[src/rtl/loba_div_seq.sv]
// Sequential LOBA approximate divider: leading-one windows, restoring core, rescale.
// Define LOBA_DIV_SIGNED_EN for two's complement operands and quotient.
module loba_div_seq #(
  parameter int N = 16,
  parameter int K = 4,
  parameter int F = 8
) (
  input  logic         clk,
  input  logic         rst_n,
  input  logic         in_valid,
  output logic         in_ready,
  input  logic [N-1:0] a,
  input  logic [N-1:0] b,
  output logic         out_valid,
  input  logic         out_ready,
  output logic [N-1:0] q,
  output logic         dbz
);

  localparam int QW = K + F;
  localparam int IW = $clog2(N);
  localparam int CW = $clog2(QW) + 1;
  localparam int WW = N + QW;

  typedef enum logic [2:0] {
    IDLE, NORM, ITER, DENORM, DONE
  } state_e;

  state_e         state_q, state_d;
  logic [N-1:0]   a_q, a_d;
  logic [N-1:0]   b_q, b_d;
  logic [IW-1:0]  ka_q, ka_d;
  logic [IW-1:0]  kb_q, kb_d;
  logic [K-1:0]   bh_q, bh_d;
  logic [K-1:0]   rem_q, rem_d;
  logic [QW-1:0]  dv_q, dv_d;
  logic [QW-1:0]  qr_q, qr_d;
  logic [CW-1:0]  cnt_q, cnt_d;
  logic [N-1:0]   q_q, q_d;
  logic           dbz_q, dbz_d;
`ifdef LOBA_DIV_SIGNED_EN
  logic           sgn_q, sgn_d;
  logic           asgn_q, asgn_d;
  logic [N-1:0]   lim;
`endif

  logic [IW-1:0]  ka_n, kb_n;
  logic [K-1:0]   ah_n, bh_n;
  logic [K:0]     r;
  logic           ge;
  int             s_w;
  logic [WW-1:0]  wide;
  logic           ovf;
  logic [N-1:0]   mag;

  // Index of leading one, floored at K-1 so the window never underflows.
  function automatic logic [IW-1:0] lead_idx(input logic [N-1:0] x);
    lead_idx = IW'(K - 1);
    for (int i = K; i < N; i++)
      if (x[i]) lead_idx = IW'(i);
  endfunction

`ifdef LOBA_DIV_SIGNED_EN
  function automatic logic [N-1:0] absv(input logic [N-1:0] x);
    absv = x[N-1] ? ~x + N'(1) : x;
  endfunction
`endif

  assign in_ready  = (state_q == IDLE);
  assign out_valid = (state_q == DONE);
  assign q         = q_q;
  assign dbz       = dbz_q;

  always_comb begin
    ka_n = lead_idx(a_q);
    kb_n = lead_idx(b_q);
    ah_n = K'(a_q >> (ka_n - IW'(K - 1)));
    bh_n = K'(b_q >> (kb_n - IW'(K - 1)));
    r    = {rem_q, dv_q[QW-1]};
    ge   = (r >= {1'b0, bh_q});
    s_w  = int'(ka_q) - int'(kb_q) - F;
    wide = '0;
    if (s_w >= 0) wide = WW'(qr_q) << s_w;
    else          wide = WW'(qr_q) >> (-s_w);
    ovf  = |wide[WW-1:N];
    mag  = ovf ? '1 : wide[N-1:0];
`ifdef LOBA_DIV_SIGNED_EN
    lim  = sgn_q ? {1'b1, {(N-1){1'b0}}}
                 : {1'b0, {(N-1){1'b1}}};
`endif
  end

  always_comb begin
    state_d = state_q;
    a_d     = a_q;
    b_d     = b_q;
    ka_d    = ka_q;
    kb_d    = kb_q;
    bh_d    = bh_q;
    rem_d   = rem_q;
    dv_d    = dv_q;
    qr_d    = qr_q;
    cnt_d   = cnt_q;
    q_d     = q_q;
    dbz_d   = dbz_q;
`ifdef LOBA_DIV_SIGNED_EN
    sgn_d   = sgn_q;
    asgn_d  = asgn_q;
`endif
    unique case (state_q)
      IDLE: begin
        if (in_valid) begin
          state_d = NORM;
`ifdef LOBA_DIV_SIGNED_EN
          a_d    = absv(a);
          b_d    = absv(b);
          sgn_d  = a[N-1] ^ b[N-1];
          asgn_d = a[N-1];
`else
          a_d    = a;
          b_d    = b;
`endif
        end
      end
      NORM: begin
        // A zero divisor skips the core but keeps the DENORM slot.
        if (b_q == '0) begin
          dbz_d   = 1'b1;
          state_d = DENORM;
        end else begin
          dbz_d   = 1'b0;
          ka_d    = ka_n;
          kb_d    = kb_n;
          bh_d    = bh_n;
          dv_d    = {ah_n, {F{1'b0}}};
          rem_d   = '0;
          qr_d    = '0;
          cnt_d   = '0;
          state_d = ITER;
        end
      end
      ITER: begin
        rem_d = K'(ge ? r - {1'b0, bh_q} : r);
        dv_d  = dv_q << 1;
        qr_d  = {qr_q[QW-2:0], ge};
        if (cnt_q == CW'(QW - 1)) state_d = DENORM;
        else                      cnt_d   = cnt_q + CW'(1);
      end
      DENORM: begin
        state_d = DONE;
`ifdef LOBA_DIV_SIGNED_EN
        if (dbz_q)
          q_d = asgn_q ? {1'b1, {(N-1){1'b0}}}
                       : {1'b0, {(N-1){1'b1}}};
        else if (mag > lim)
          q_d = sgn_q ? ~lim + N'(1) : lim;
        else
          q_d = sgn_q ? ~mag + N'(1) : mag;
`else
        q_d = dbz_q ? '1 : mag;
`endif
      end
      DONE: begin
        if (out_ready) state_d = IDLE;
      end
      default: state_d = IDLE;
    endcase
  end

  always_ff @(posedge clk or negedge rst_n) begin
    if (!rst_n) begin
      state_q <= IDLE;
      a_q     <= '0;
      b_q     <= '0;
      ka_q    <= '0;
      kb_q    <= '0;
      bh_q    <= '0;
      rem_q   <= '0;
      dv_q    <= '0;
      qr_q    <= '0;
      cnt_q   <= '0;
      q_q     <= '0;
      dbz_q   <= 1'b0;
`ifdef LOBA_DIV_SIGNED_EN
      sgn_q   <= 1'b0;
      asgn_q  <= 1'b0;
`endif
    end else begin
      state_q <= state_d;
      a_q     <= a_d;
      b_q     <= b_d;
      ka_q    <= ka_d;
      kb_q    <= kb_d;
      bh_q    <= bh_d;
      rem_q   <= rem_d;
      dv_q    <= dv_d;
      qr_q    <= qr_d;
      cnt_q   <= cnt_d;
      q_q     <= q_d;
      dbz_q   <= dbz_d;
`ifdef LOBA_DIV_SIGNED_EN
      sgn_q   <= sgn_d;
      asgn_q  <= asgn_d;
`endif
    end
  end

endmodule

[config.mk]
export PLATFORM = sky130hd
export DESIGN_NAME = loba_div_seq
export DESIGN_NICKNAME = d
export VERILOG_FILES = /design/src/rtl/loba_div_seq.sv
export SDC_FILE = /design/constraint.sdc
export NUM_CORES = 1
export LEC_CHECK = 0
export BUFFER_PORTS_ARGS = -buffer_cell sky130_fd_sc_hd__buf_2
export CAP_MARGIN = 20
export CORE_ASPECT_RATIO = 1.4
export CORE_UTILIZATION = 65
export CTS_CLUSTER_SIZE = 30
export DETAILED_ROUTE_END_ITERATION = 10
export PLACE_DENSITY_LB_ADDON = 0.08
export SETUP_SLACK_MARGIN = 0.05
export SYNTH_ARGS = -nofsm -noshare
export SYNTH_HDL_FRONTEND = slang
export SYNTH_SLANG_ARGS = --single-unit
[constraint.sdc]
create_clock -name clk -period 10.5 [get_ports clk]
set_clock_uncertainty 0.15 [all_clocks]
set_input_delay 2.1 -clock clk [delete_from_list [all_inputs] [get_ports clk]]
set_output_delay 2.1 -clock clk [all_outputs]
set_load 0.02 [all_outputs]
-- Yosys cells after proc, flatten, opt, wreduce, memory -nomap -nowiden
Cells that the tools add are included.
- $add $sub $neg: 7
- magnitude comparators: 2
- equality and inequality tests: 10
- shift-type cells: 4
- mux-type cells: 43
- bitwise gates (word level): 1
- reduce and logical (&&, ||, !) cells: 9
- operator list (cell ; count):
    $mux W4 ; 22
    $pmux W12 S2 ; 2
    $mux W16 ; 2
    $neg A6 Y32 ; 1
    $shl A12 B32 Y28 ; 1
    $shr A12 B32 Y28 ; 1
    $shr A16 B4 Y4 ; 2
    $mux W28 ; 1
    $mux W12 ; 2
    $mux W3 ; 7
    $logic_not A16 Y1 ; 1
    $pmux W3 S5 ; 1
    $reduce_or A12 Y1 ; 1
    $mux W5 ; 2
    $pmux W5 S2 ; 1
    $ne A2 B2 Y1 const B ; 4
    $pmux W4 S2 ; 1
    $sub A4 B2 Y4 const B ; 2
    $eq A3 B2 Y1 const B ; 2
    $ge A6 B1 Y1 const B ; 1
    $reduce_and A2 Y1 ; 3
    $reduce_and A3 Y1 ; 2
    $sub A5 B5 Y6 const B ; 1
    $add A5 B1 Y5 const B ; 1
    11 further kinds ; 12
- register bits after elaboration: 97
- bits of input ports: 36
- output and inout port bits: 19
- logic and storage cells: 88

-- Longest topological paths before layout
Gate-level depths: netlist of the first run.
- word-level depth: 16
- gate-level depth with buffers: 20
- gate-level depth less buffers: 16

-- Worst setup path after synthesis of the first run
OpenSTA, ideal clock, no wires.
- path kind: register -> register
- start: register kb_q[1]
- end: register q_q[5], in the netlist q[5]
- library setup time: 65 ps
- arrival time: 4489 ps
- slack: 5796 ps
- stages on the path, launching flop included: 20
- buffers on the path: 6
- period minus slack after synthesis: 4704 ps
- cell sequence: dfrtp_1 inv_1 ha_1 nor2b_1 o211a_1 a211o_1 inv_2 clkbuf_1 ha_1 clkbuf_1 buf_2 buf_1 nand4_1 ha_1 or3_1 clkbuf_1 a311o_1 o211ai_2 buf_2 o22a_1
- cells in the longest elaborated chain, start to end: 8
- elaborated cells between the ends (all ways): 10
- classes of those cells: 3 x add/sub; 1 x order compare; 2 x shift; 3 x mux; 1 x reduce/logical
- RTL lines (element ; line ; RTL):
    from (decl) ; 33 ; logic [IW-1:0] kb_q, kb_d;
    from (signal assigned) ; 193 ; kb_q <= kb_d;
    $sub A4 B4 Y5 (*) ; 81 ; s_w = int'(ka_q) - int'(kb_q) - F;
    $sub A5 B5 Y6 (*) ; 81 ;
    $neg A6 Y32 ; 84 ; else wide = WW'(qr_q) >> (-s_w);
    $shr A12 B32 Y28 ; 84 ;
    $mux W28 (*) ; 83 ; if (s_w >= 0) wide = WW'(qr_q) << s_w;
    $reduce_or A12 Y1 ; 85 ; ovf = |wide[WW-1:N];
    $mux W16 (*) ; 86 ; mag = ovf ? '1 : wide[N-1:0];
    $mux W16 (*) ; 160 ; q_d = dbz_q ? '1 : mag;
    to (signal assigned) ; 199 ; q_q <= q_d;
    to (decl) ; 39 ; logic [N-1:0] q_q, q_d;
Every way passes the cells marked *; elsewhere a longest branch is shown, timed or not.
A chain may end at the register's enable or synchronous reset.

-- Final worst setup path of the first run
- start: register ka_q[0]
- end: register q_q[11], in the netlist q[11]
- cells in the longest elaborated chain, start to end: 8
- elaborated cells between the ends (all ways): 10
- classes of those cells: 3 x add/sub; 1 x order compare; 2 x shift; 3 x mux; 1 x reduce/logical
- RTL lines (element ; line ; RTL):
    from (decl) ; 32 ; logic [IW-1:0] ka_q, ka_d;
    from (signal assigned) ; 192 ; ka_q <= ka_d;
    $sub A4 B4 Y5 (*) ; 81 ;
    $sub A5 B5 Y6 (*) ; 81 ;
    $neg A6 Y32 ; 84 ;
    $shr A12 B32 Y28 ; 84 ;
    $mux W28 (*) ; 83 ;
    $reduce_or A12 Y1 ; 85 ;
    $mux W16 (*) ; 86 ;
    $mux W16 (*) ; 160 ;
Marks and branches as above.

==> summary.md, run 1 <==
| Metric | Value |
|---|---|
| Yosys warning total | `0` |
| CTS sink cnt | `slightly below 90` |
| Worst-margin pin slew | `about 1100 ps` |
| Max-slew violations | `0` |
| Final hold vios | `0` |
| Rows | `42` |
| Post-route cell area | `0.00705 mm2` |
| Final Cycle Share | `a little over two fifths` |
| Initial core utilization | `67.4%` |
| Post-Synthesis Cells | `about 700` |
| Syn_area_per_cell | `around 9 um2` |
| Post-CTS Repair Setup Buffers | `0` |
| Critical-path cell list | `inv_1 > ha_1 > fa_1 > inv_1 > nor2_1 > nand3_1 > ha_1 > nor4_1 > nand2_1 > a2111oi_2 > nand3_1 > o21ai_0 > o22a_1` |
| Final setup fails | `0` |
| Vias in the first global route | `roughly 5,500` |
| Share of the yosys chip area belonging to registers | `around 35%` |
| # Max-Cap Violations | `0` |
| CTS Hold Bufs | `0` |
| Slowest stage delay, CP | `1030 ps` |
| Wire per inst | `between 15 and 20 um` |
| Nets | `~800` |
| Die width | `about 86 um` |
| Final ANT Viol Nets | `0` |
| CTS buffer count | `9` |
| Global-route wire length before repair | `roughly 27 mm` |
| Max Freq | `around 220 MHz` |
| Top_reg_cell synth | `dfrtp_1` |
| Placed cell area | `about 0.0067 mm2` |
| DR pass1 iterations | `7` |
| Share of layout cells above drive strength 1 | `18.2%` |
| Clock Latency Late Sink | `340 ps` |
| Cell family contributing the most delay on the critical path | `adder cells` |
| Hold WS | `approximately 330 ps` |
| Setup TNS | `0 ps` |
| Count of different cell masters after synthesis | `82` |
| Synthesized area | `about 0.0064 mm2` |
| Ys async rst share | `100%` |
| EDFF count, synth | `0` |
| Flops & latches, synth | `89` |
| Core area | `about 0.0096 mm2` |
| Vias per cell | `between 6 and 7` |
| Quantity of I/O buffers inserted on ports | `54` |
| Largest net degree at the start of global routing | `81` |
| Routed vias | `~5,700` |
| Unrepaired setup endpoints after global routing | `false` |
| Total Routed Length | `between 15 and 20 mm` |
| Slowest cell on crit path | `fa_1` |
| TritonCTS clock tree | `built` |
| Fillers | `752` |
| CTS root buf | `clkbuf_16` |
| Syn-to-layout area delta | `9.34%` |
| Synth Net Count | `between 700 and 800` |
| # H-tree levels | `3` |
| CP bufs+invs | `2` |
| GRT Total Usage | `around 33%` |
| DRT iter0 DRCs | `~420` |
| Initial antenna violation count | `0` |
| Status | `finished, final reports clean` |
| Worst Hold Depth | `2` |
| Critical path required time | `10,630 ps` |
| Residual DRC | `0` |
| Min Tclk post-route | `~4600 ps` |
| CTS resizes | `0` |
| Placer Congestion | `just under 1` |
| Ant diodes | `0` |
| Hpwl dp | `between 10 and 15 mm` |
| Arrival @ worst endpoint | `4740 ps` |
| Reg clk slew, reported paths | `about 60 ps` |
| Crit path max fanout | `23` |
| Worst Setup Path Type | `reg2reg` |
| Max_slew headroom | `~27%` |
| CP Capture Type | `register` |
| I/O Pins | `55` |
| Grt ovf | `0` |
| Die area | `0.0103 mm2` |
| Max clock buf depth | `2` |
| Die Y | `around 120 um` |
| CP startpoint kind | `register` |
| Hold crit path type | `reg2reg` |
| Worst path depth | `13` |
| R2R cell count | `13` |
[metrics by stage]
step                worst slack [ps]  utilization, %  std cells
global route                    5470            73.7        869
floorplan                       5800               -        699
global placement                6090            70.4        850
CTS                             5890            73.1        865
detailed placement              5960            70.4        850
finish                          5890            73.7        869
[worst reg2reg max path, stage by stage (launching register included)]
cell	delay, ps
dfrtp_1	340
inv_1	40
ha_1	220
fa_1	1030
inv_1	390
nor2_1	360
nand3_1	180
ha_1	230
nor4_1	270
nand2_1	100
a2111oi_2	490
nand3_1	280
o21ai_0	310
o22a_1	170
[placed cells by master (no fill, tap or decap), types with 6 or more instances in the layout]
cell type   n
a211oi_1    9
a21o_1      6
a21oi_1    34
a22o_1     12
a31oi_1     7
and2_1      6
buf_2      53
buf_4       8
clkbuf_16   9
dfrtp_1    89
ha_1       22
inv_1      24
mux2_1      7
mux2_2     34
mux2i_1    37
nand2_1    69
nand2b_1    9
nand3_1    25
nand4_1    13
nor2_1     47
nor2b_1    10
nor3_1     11
o21ai_0    41
o21ai_1    18
o22a_1     15
o22ai_1     7
xnor2_1     6
[registers in the layout, summed over array words and instances, names as in the netlist, 4 cells and up]
| name | cells |
|---|---|
| kb_q | 4 |
| b_q | 16 |
| cnt_q | 5 |
| rem_q | 4 |
| qr_q | 12 |
| dv_q | 4 |
| a_q | 16 |
| q | 16 |
| bh_q | 4 |
| ka_q | 4 |
[Yosys cell counts, types with 12 or more instances]
| master | count | area (um2) |
|---|---|---|
| dfrtp_1 | 89 | 2230 |
| nand2_1 | 69 | 259 |
| nor2_1 | 47 | 176 |
| o21ai_0 | 41 | 205 |
| mux2i_1 | 37 | 370 |
| a21oi_1 | 34 | 170 |
| mux2_2 | 34 | 383 |
| clkbuf_1 | 25 | 93.8 |
| nand3_1 | 25 | 125 |
| inv_1 | 24 | 90.1 |
| ha_1 | 22 | 275 |
| o21ai_1 | 18 | 90.1 |
| o22a_1 | 15 | 131 |
| nand4_1 | 13 | 81.3 |
| a22o_1 | 12 | 105 |
[path summary, 6_finish.rpt]
check	from	to	slack, ps
max in group asynchronous	rst_n	q[6]	8010
hold reg to reg	ka_q[2]	ka_q[2]	330
setup reg to reg	ka_q[0]	q[11]	5890
setup / recovery	ka_q[0]	q[11]	5890
hold / removal	ka_q[2]	ka_q[2]	330
min in group asynchronous	rst_n	state_q[0]	1420
[cells by family (layout without fill, tap and decap cells)]
logic type / Yosys count / after routing / share of synthesized area [%]
buffers and inverters: 67 / 105 / 4.54
xor gates and xnor gates: 14 / 14 / 2.43
AOI/OAI and AO/OA: 201 / 201 / 21.3
DFF: 89 / 89 / 34.5
adders and majority gates: 24 / 24 / 4.89
muxes: 86 / 86 / 15.7
and+or+nand+nor: 218 / 218 / 16.6
[metal layers]
metal | vias to the layer above | routed length, um | GRT usage, %
li1 | 2683 | - | -
met1 | 2721 | 6240 | 38.0
met2 | 189 | 8400 | 58.2
met3 | 71 | 565 | 5.09
met4 | 0 | 787 | 17.2
met5 | - | 0 | 0
[area by class of cell]
type / instances / area [um2] / share of cell area [%]
clock buffer: 12 / 246 / 3.50
timing repair buffer: 63 / 364 / 5.17
sequential: 89 / 2230 / 31.6
tap: 132 / 165 / 2.34
clock inverter: 3 / 17.5 / 0.249
multi-input combinational: 543 / 3930 / 55.7
inverter: 27 / 101 / 1.44
Power of run 1 is not shown: default switching activity piles up to over one toggle a cycle in this logic, so the estimate is an artifact.
==> run 2, diff against run 1 <==
--- a/config.mk
+++ b/config.mk
@@ -5,10 +5,11 @@
 export SDC_FILE = /design/constraint.sdc
 export NUM_CORES = 1
 export LEC_CHECK = 0
+export ABC_AREA = 1
 export BUFFER_PORTS_ARGS = -buffer_cell sky130_fd_sc_hd__buf_2
 export CAP_MARGIN = 20
 export CORE_ASPECT_RATIO = 1.4
-export CORE_UTILIZATION = 65
+export CORE_UTILIZATION = 55
 export CTS_CLUSTER_SIZE = 30
 export DETAILED_ROUTE_END_ITERATION = 10
 export PLACE_DENSITY_LB_ADDON = 0.08
==> constraint.sdc (replaced) <==
create_clock -name clk -period 4.1 [get_ports clk]
set_clock_uncertainty 0.15 [all_clocks]
set_input_delay 0.82 -clock clk [delete_from_list [all_inputs] [get_ports clk]]
set_output_delay 0.82 -clock clk [all_outputs]
set_load 0.02 [all_outputs]
==> run 2 against run 1 <==
Design area up 4.8%. Flip-flop and latch count unchanged. Non-clock buffer count grew 8. Setup slack got worse by 5600 ps. Critical path depth rose by 9. Utilization fell by 11 points. Maximum frequency grew 20%. Global-route usage down 3.6 points. Largest cell class unchanged. Highest routed layer unchanged.
==> summary.md, run 2 <==
| Metric | Value |
|---|---|
| Die area | `0.0126 mm2 (+22%)` |
| Ys async rst share | `100% (unchanged)` |
| Max_slew headroom | `39.7% (+13 points)` |
| # H-tree levels | `3 (unchanged)` |
| Initial antenna violation count | `0 (unchanged)` |
| Cell family contributing the most delay on the critical path | `adder cells` |
| Ant diodes | `0 (unchanged)` |
| Max clock buf depth | `2 (unchanged)` |
| Count of different cell masters after synthesis | `46 (-44%)` |
| Die width | `95.1 um (+10%)` |
| GRT Total Usage | `29.4% (-3.6 points)` |
| Initial core utilization | `56.5% (-11 points)` |
| Yosys warning total | `0 (unchanged)` |
| Final hold vios | `0 (unchanged)` |
| Largest area contributor in the netlist | `dfrtp_1` |
| Crit path max fanout | `18 (-22%)` |
| Post-Synthesis Cells | `1,017 (+45%)` |
| Placed cell area | `0.00708 mm2 (+5.2%)` |
| EDFF count, synth | `0 (unchanged)` |
| Final Cycle Share | `93.6% (+50 points)` |
| Hpwl dp | `13.5 mm (+14%)` |
| Slowest stage delay, CP | `390 ps (-640 ps)` |
| Worst Setup Path Type | `reg2reg` |
| Clock Latency Late Sink | `350 ps (about the same)` |
| Synth Net Count | `1,077 (+42%)` |
| Top_reg_cell synth | `dfrtp_1` |
| Synth top area share | `33.4% (-1.2 points)` |
| Core area | `0.0118 mm2 (+24%)` |
| Area contributors post-synth | `dfrtp_1 (33%), nand2_1 (16%), nand3_1 (11%)` |
| Status | `finished, final reports clean` |
| Final ANT Viol Nets | `0 (unchanged)` |
| Grt ovf | `0 (unchanged)` |
| Share of the yosys chip area belonging to registers | `33.4% (-1.2 points)` |
| Most frequent cells in the layout | `nand2_1 (286), nand3_1 (151), inv_1 (113)` |
| Synthesized area | `0.00668 mm2 (+3.6%)` |
| CTS root buf | `clkbuf_16` |
| Share of layout cells above drive strength 1 | `11.4% (-6.8 points)` |
| Worst-margin pin slew | `902 ps (-190 ps)` |
| Storage element area | `0.00223 mm2 (unchanged)` |
| Pre-CTS setup slack | `314 ps (-5640 ps)` |
| Slowest cell on crit path | `fa_1` |
| DRT iter0 DRCs | `299 (-29%)` |
| Largest net degree at the start of global routing | `71 (-12%)` |
| Residual DRC | `0 (unchanged)` |
| Die Y | `132 um (+10%)` |
| DR pass1 iterations | `5 (-2)` |
| Syn_area_per_cell | `6.56 um2 (-29%)` |
| CP startpoint kind | `register` |
| Vias in the first global route | `6,256 (+13%)` |
| Vias per cell | `5.53 (-15%)` |
| Max-slew violations | `0 (unchanged)` |
| CP Capture Type | `register` |
| Nets | `1,120 (+41%)` |
| Placer Congestion | `0.991 (+2.1%)` |
| Final setup fails | `0 (unchanged)` |
| Post-route cell area | `0.00739 mm2 (+4.8%)` |
| Rows | `47 (+12%)` |
| Hold crit path type | `reg2reg` |
| Most numerous cell in the Yosys netlist | `nand2_1` |
| Quantity of I/O buffers inserted on ports | `54 (unchanged)` |
| Max Freq | `261 MHz (+20%)` |
| Wire per inst | `14.4 um (-22%)` |
| Commonest non-fill, non-tap cell in the layout | `nand2_1` |
| CP bufs+invs | `4 (+2)` |
| Commonest cells post-synth | `nand2_1 (287), nand3_1 (151), inv_1 (113)` |
| Routed vias | `6,693 (+18%)` |
| CTS buffer count | `9 (unchanged)` |
| Total Routed Length | `17.5 mm (+9.3%)` |
| Reg clk slew, reported paths | `70 ps (about the same)` |
| Fillers | `1,176 (+56%)` |
| Multi-input gate area | `0.00384 mm2 (-2.1%)` |
| TritonCTS clock tree | `built` |
| Setup ws final | `264 ps (-5620 ps)` |
| Arrival @ worst endpoint | `3970 ps (-770 ps)` |
| Global-route wire length before repair | `28.8 mm (+8.5%)` |
| Syn-to-layout area delta | `10.6%` |
| I/O Pins | `55 (unchanged)` |
| Flops & latches, synth | `89 (unchanged)` |
| Critical-path cell list | `inv_1 > ha_1 > fa_1 > inv_1 > a21oi_1 > o21bai_1 > ha_1 > buf_4 > nand4_1 > ha_1 > nand2_1 > nor2_1 > nand3_1 > nor3_2 > nand2_2 > inv_2 > nand2_1 > o21ai_0 > a21oi_1 > a21oi_1 > nor2_1 > nor2_1` |
| CTS sink cnt | `89 (unchanged)` |
| # Max-Cap Violations | `0 (unchanged)` |
| Critical path required time | `4240 ps (-6390 ps)` |
| Min Tclk post-route | `3840 ps (-775 ps)` |
[run 2: changes by cell type after synthesis, sizes merged, moves of 10 or more]
cell   change
nand2    +220
a22o      -12
o22ai     +12
a21oi     +15
mux2i     -37
nor2b     -10
nand3    +126
inv       +91
o22a      -14
nor2      +65
mux2      -32
[run 2: through the flow]
stage	TNS [ps]	instances	utilization (%)	hold WS, ps
after global placement	0	1195	59.9	312
final	0	1210	62.5	332
after CTS	0	1209	62.3	332
after global routing	-109	1210	62.5	360
after floorplan	0	1017	-	299
after detailed placement	0	1195	59.9	315
[run 2: per-layer routing]
| layer | routed length [um] | up-vias | track usage [%] |
|---|---|---|---|
| met5 | 0 | - | 0 |
| met4 | 727 | 0 | 16.1 |
| met3 | 536 | 50 | 3.58 |
| met2 | 9180 | 167 | 52.1 |
| met1 | 7030 | 3054 | 33.1 |
| li1 | - | 3422 | - |
[run 2: final timing paths]
path | from | to | slack, ps | depth (start not counted)
max reg2reg | ka_q[0] | q[2] | 260 | 22
min reg2reg | bh_q[2] | bh_q[2] | 330 | 2
max | ka_q[0] | q[2] | 260 | 22
min in group asynchronous | rst_n | cnt_q[2] | 450 | 1
max in group asynchronous | rst_n | a_q[15] | 2660 | 2
min | bh_q[2] | bh_q[2] | 330 | 2
[run 2: repair_timing]
item                                    in CTS  in global routing
buffers inserted                             0                  0
gates resized for setup                      0                  7
endpoints found under the setup margin       0                 11
hold buffers                                 0                  0
[run 2: cell type report]
class / instances / share of cell area [%]
Clock buffer: 11 / 3.29
Inverter: 118 / 6.00
Clock inverter: 3 / 0.576
Tap cell: 147 / 2.49
Timing Repair Buffer: 71 / 5.47
Sequential cell: 89 / 30.1
Multi-Input combinational cell: 771 / 52.0
[run 2: worst reg2reg max path, cell delays in order (launching register included)]
cell and delay (ps):
dfrtp_1 350, inv_1 50, ha_1 220, fa_1 390, inv_1 80, a21oi_1 60
o21bai_1 170, ha_1 170, buf_4 220, nand4_1 120, ha_1 290, nand2_1 50
nor2_1 100, nand3_1 110, nor3_2 270, nand2_2 160, inv_2 130, nand2_1 80
o21ai_0 240, a21oi_1 120, a21oi_1 140, nor2_1 50, nor2_1 70
[run 2: cells by family after synthesis]
| kind of cell | synth area share [%] |
|---|---|
| and+or+nand+nor | 36.9 |
| buffers and inverters | 9.43 |
| AOI/OAI and AO/OA | 12.8 |
| DFF | 33.4 |
| adders and majority gates | 4.72 |
| muxes | 1.69 |
| xor gates and xnor gates | 1.12 |
Power of run 2 is left out for the same reason.
==> run 3, diff against run 2 <==
--- a/config.mk
+++ b/config.mk
@@ -9,7 +9,7 @@
 export BUFFER_PORTS_ARGS = -buffer_cell sky130_fd_sc_hd__buf_2
 export CAP_MARGIN = 20
 export CORE_ASPECT_RATIO = 1.4
-export CORE_UTILIZATION = 55
+export CORE_UTILIZATION = 61
 export CTS_CLUSTER_SIZE = 30
 export DETAILED_ROUTE_END_ITERATION = 10
 export PLACE_DENSITY_LB_ADDON = 0.08
==> constraint.sdc (replaced) <==
create_clock -name clk -period 3.6 [get_ports clk]
set_clock_uncertainty 0.15 [all_clocks]
set_input_delay 0.72 -clock clk [delete_from_list [all_inputs] [get_ports clk]]
set_output_delay 0.72 -clock clk [all_outputs]
set_load 0.02 [all_outputs]
==> run 3 against run 2 <==
The run now ends with negative setup slack left. Non-clock buffer count is 28 higher. Highest routed layer unchanged. Global-route usage increased by 3.0 points. Critical endpoint unchanged. Design area rose by 6.0%. Via count rose by 3.8%. Largest cell class unchanged.
==> summary.md, run 3 (synthesized netlist as in run 2, its figures left out) <==
| Metric | Value |
|---|---|
| Largest net degree at the start of global routing | `55 (-23%)` |
| Ant diodes | `0 (unchanged)` |
| Global-route wire length before repair | `29.4 mm (+2.2%)` |
| # H-tree levels | `3 (unchanged)` |
| DR pass1 iterations | `7 (+2)` |
| Final hold vios | `0 (unchanged)` |
| CP Capture Type | `register` |
| Hold WS | `215 ps (-117 ps)` |
| Unrepaired setup endpoints after global routing | `true` |
| GRT Total Usage | `32.4% (+3.0 points)` |
| Vias in the first global route | `6,552 (+4.7%)` |
| Max clock buf depth | `2 (unchanged)` |
| Max Freq | `274 MHz (+5.1%)` |
| Commonest non-fill, non-tap cell in the layout | `nand2_1` |
| Failing checks | `negative setup slack` |
| Rows | `44 (-6.4%)` |
| Hold crit path type | `in2async` |
| Clock Latency Late Sink | `360 ps (about the same)` |
| Fin util | `74.5% (+12 points)` |
| Quantity of I/O buffers inserted on ports | `54 (unchanged)` |
| Setup ws final | `-49.5 ps (-314 ps)` |
| Most frequent cells in the layout | `nand2_1 (274), nand3_1 (144), inv_1 (110)` |
| CTS sink cnt | `89 (unchanged)` |
| Die width | `90.4 um (-4.9%)` |
| Max-slew violations | `0 (unchanged)` |
| Placer Congestion | `0.939 (-5.3%)` |
| Critical path required time | `3740 ps (-500 ps)` |
| Grt ovf | `0 (unchanged)` |
| Nets | `1,150 (+2.7%)` |
| Initial core utilization | `63.5% (+7.0 points)` |
| Met3 Usage GRT | `3.38% (-0.19 points)` |
| DRT iter0 DRCs | `417 (+39%)` |
| Die Y | `126 um (-5.0%)` |
| Final setup fails | `2 (+2)` |
| Reg clk slew, reported paths | `70 ps (about the same)` |
| Share of layout cells above drive strength 1 | `18.6% (+7.3 points)` |
| Final Cycle Share | `101% (+7.8 points)` |
| Wire per inst | `14.5 um (+0.38%)` |
| CTS Hold Bufs | `0 (unchanged)` |
| Routed vias | `6,944 (+3.8%)` |
| CP startpoint kind | `register` |
| Residual DRC | `0 (unchanged)` |
| Worst Setup Path Type | `reg2reg` |
| CTS root buf | `clkbuf_16` |
| Max_slew headroom | `39.8% (+0.071 points)` |
| Crit path max fanout | `7 (-11)` |
| Met1 usage | `34.5% (+1.3 points)` |
| Status | `finished with violations` |
| Min Tclk post-route | `3650 ps (-186 ps)` |
| Core area | `0.0105 mm2 (-11%)` |
| Vias per cell | `5.64 (+1.9%)` |
| I/O Pins | `55 (unchanged)` |
| Final ANT Viol Nets | `0 (unchanged)` |
| Initial antenna violation count | `0 (unchanged)` |
| Total Routed Length | `17.9 mm (+2.2%)` |
| Die area | `0.0114 mm2 (-9.7%)` |
| TritonCTS clock tree | `built` |
| Hpwl dp | `13.4 mm (-1.1%)` |
| Arrival @ worst endpoint | `3790 ps (-180 ps)` |
| Syn-to-layout area delta | `17.3%` |
| Grt peak-use layer | `met2` |
| # Max-Cap Violations | `0 (unchanged)` |
| Met2 usage | `59.0% (+6.9 points)` |
| CTS buffer count | `9 (unchanged)` |
| Worst-margin pin slew | `900 ps (-1.07 ps)` |
run 3: final timing paths:
kind / slack, ps / to / start / depth (start not counted)
worst max-delay path: -50 / q[2] / kb_q[0] / 21
worst min-delay path: 220 / qr_q[6] / rst_n / 1
worst max register to register: -50 / q[2] / kb_q[0] / 21
worst min register to register: 330 / bh_q[3] / bh_q[3] / 2
max in group asynchronous: 2340 / b_q[4] / rst_n / 2
min in group clk: 330 / bh_q[3] / bh_q[3] / 2
run 3: repair_timing:
action	in CTS	in global routing
resized for setup	7	70
endpoints found under the setup margin	16	16
gates cloned	1	2
pin swaps	5	28
setup buffers	1	5
run 3: layout make-up:
class	count	area, um2
clock buffer	10	239
clock inverter	5	32.5
fill	903	2690
inverter	118	445
multi-input combinational	773	4090
sequential	89	2230
tap	138	173
timing repair buffer	99	627
run 3: worst max-delay path: stages, from the launching register on:
cell      delay (ps)
dfrtp_1          420
ha_4             190
fa_2             370
inv_2             70
a21oi_2           60
o21bai_2         220
ha_4             210
buf_4            120
nand4_1          130
ha_1             220
nor2_1           130
nand3_2          110
nor3_4           260
nand2_4          140
inv_4            110
buf_6            110
nand3_2           60
o21ai_2           90
a21oi_1          100
a21oi_1          180
nor2_1            60
nor2_1            80
run 3: routing by layer:
| layer | routed length [um] | up-vias | part of all wire, % |
|---|---|---|---|
| met5 | 0 | - | 0 |
| met4 | 1100 | 0 | 6.1 |
| met3 | 660 | 75 | 3.7 |
| met2 | 9330 | 226 | 52 |
| met1 | 6780 | 3155 | 38 |
| li1 | - | 3488 | - |
run 3: metrics by stage:
step                      worst slack [ps]  instances  cell area (um2)  TNS, ps
after floorplan                       51.2       1017             6720        0
after global placement                46.2       1208             7270        0
after detailed placement             -84.4       1208             7270     -321
after CTS                             79.0       1225             7570        0
after global routing                  -212       1232             7830    -1740
final                                -49.5       1232             7830    -89.2
Power of run 3 is left out for the same reason.
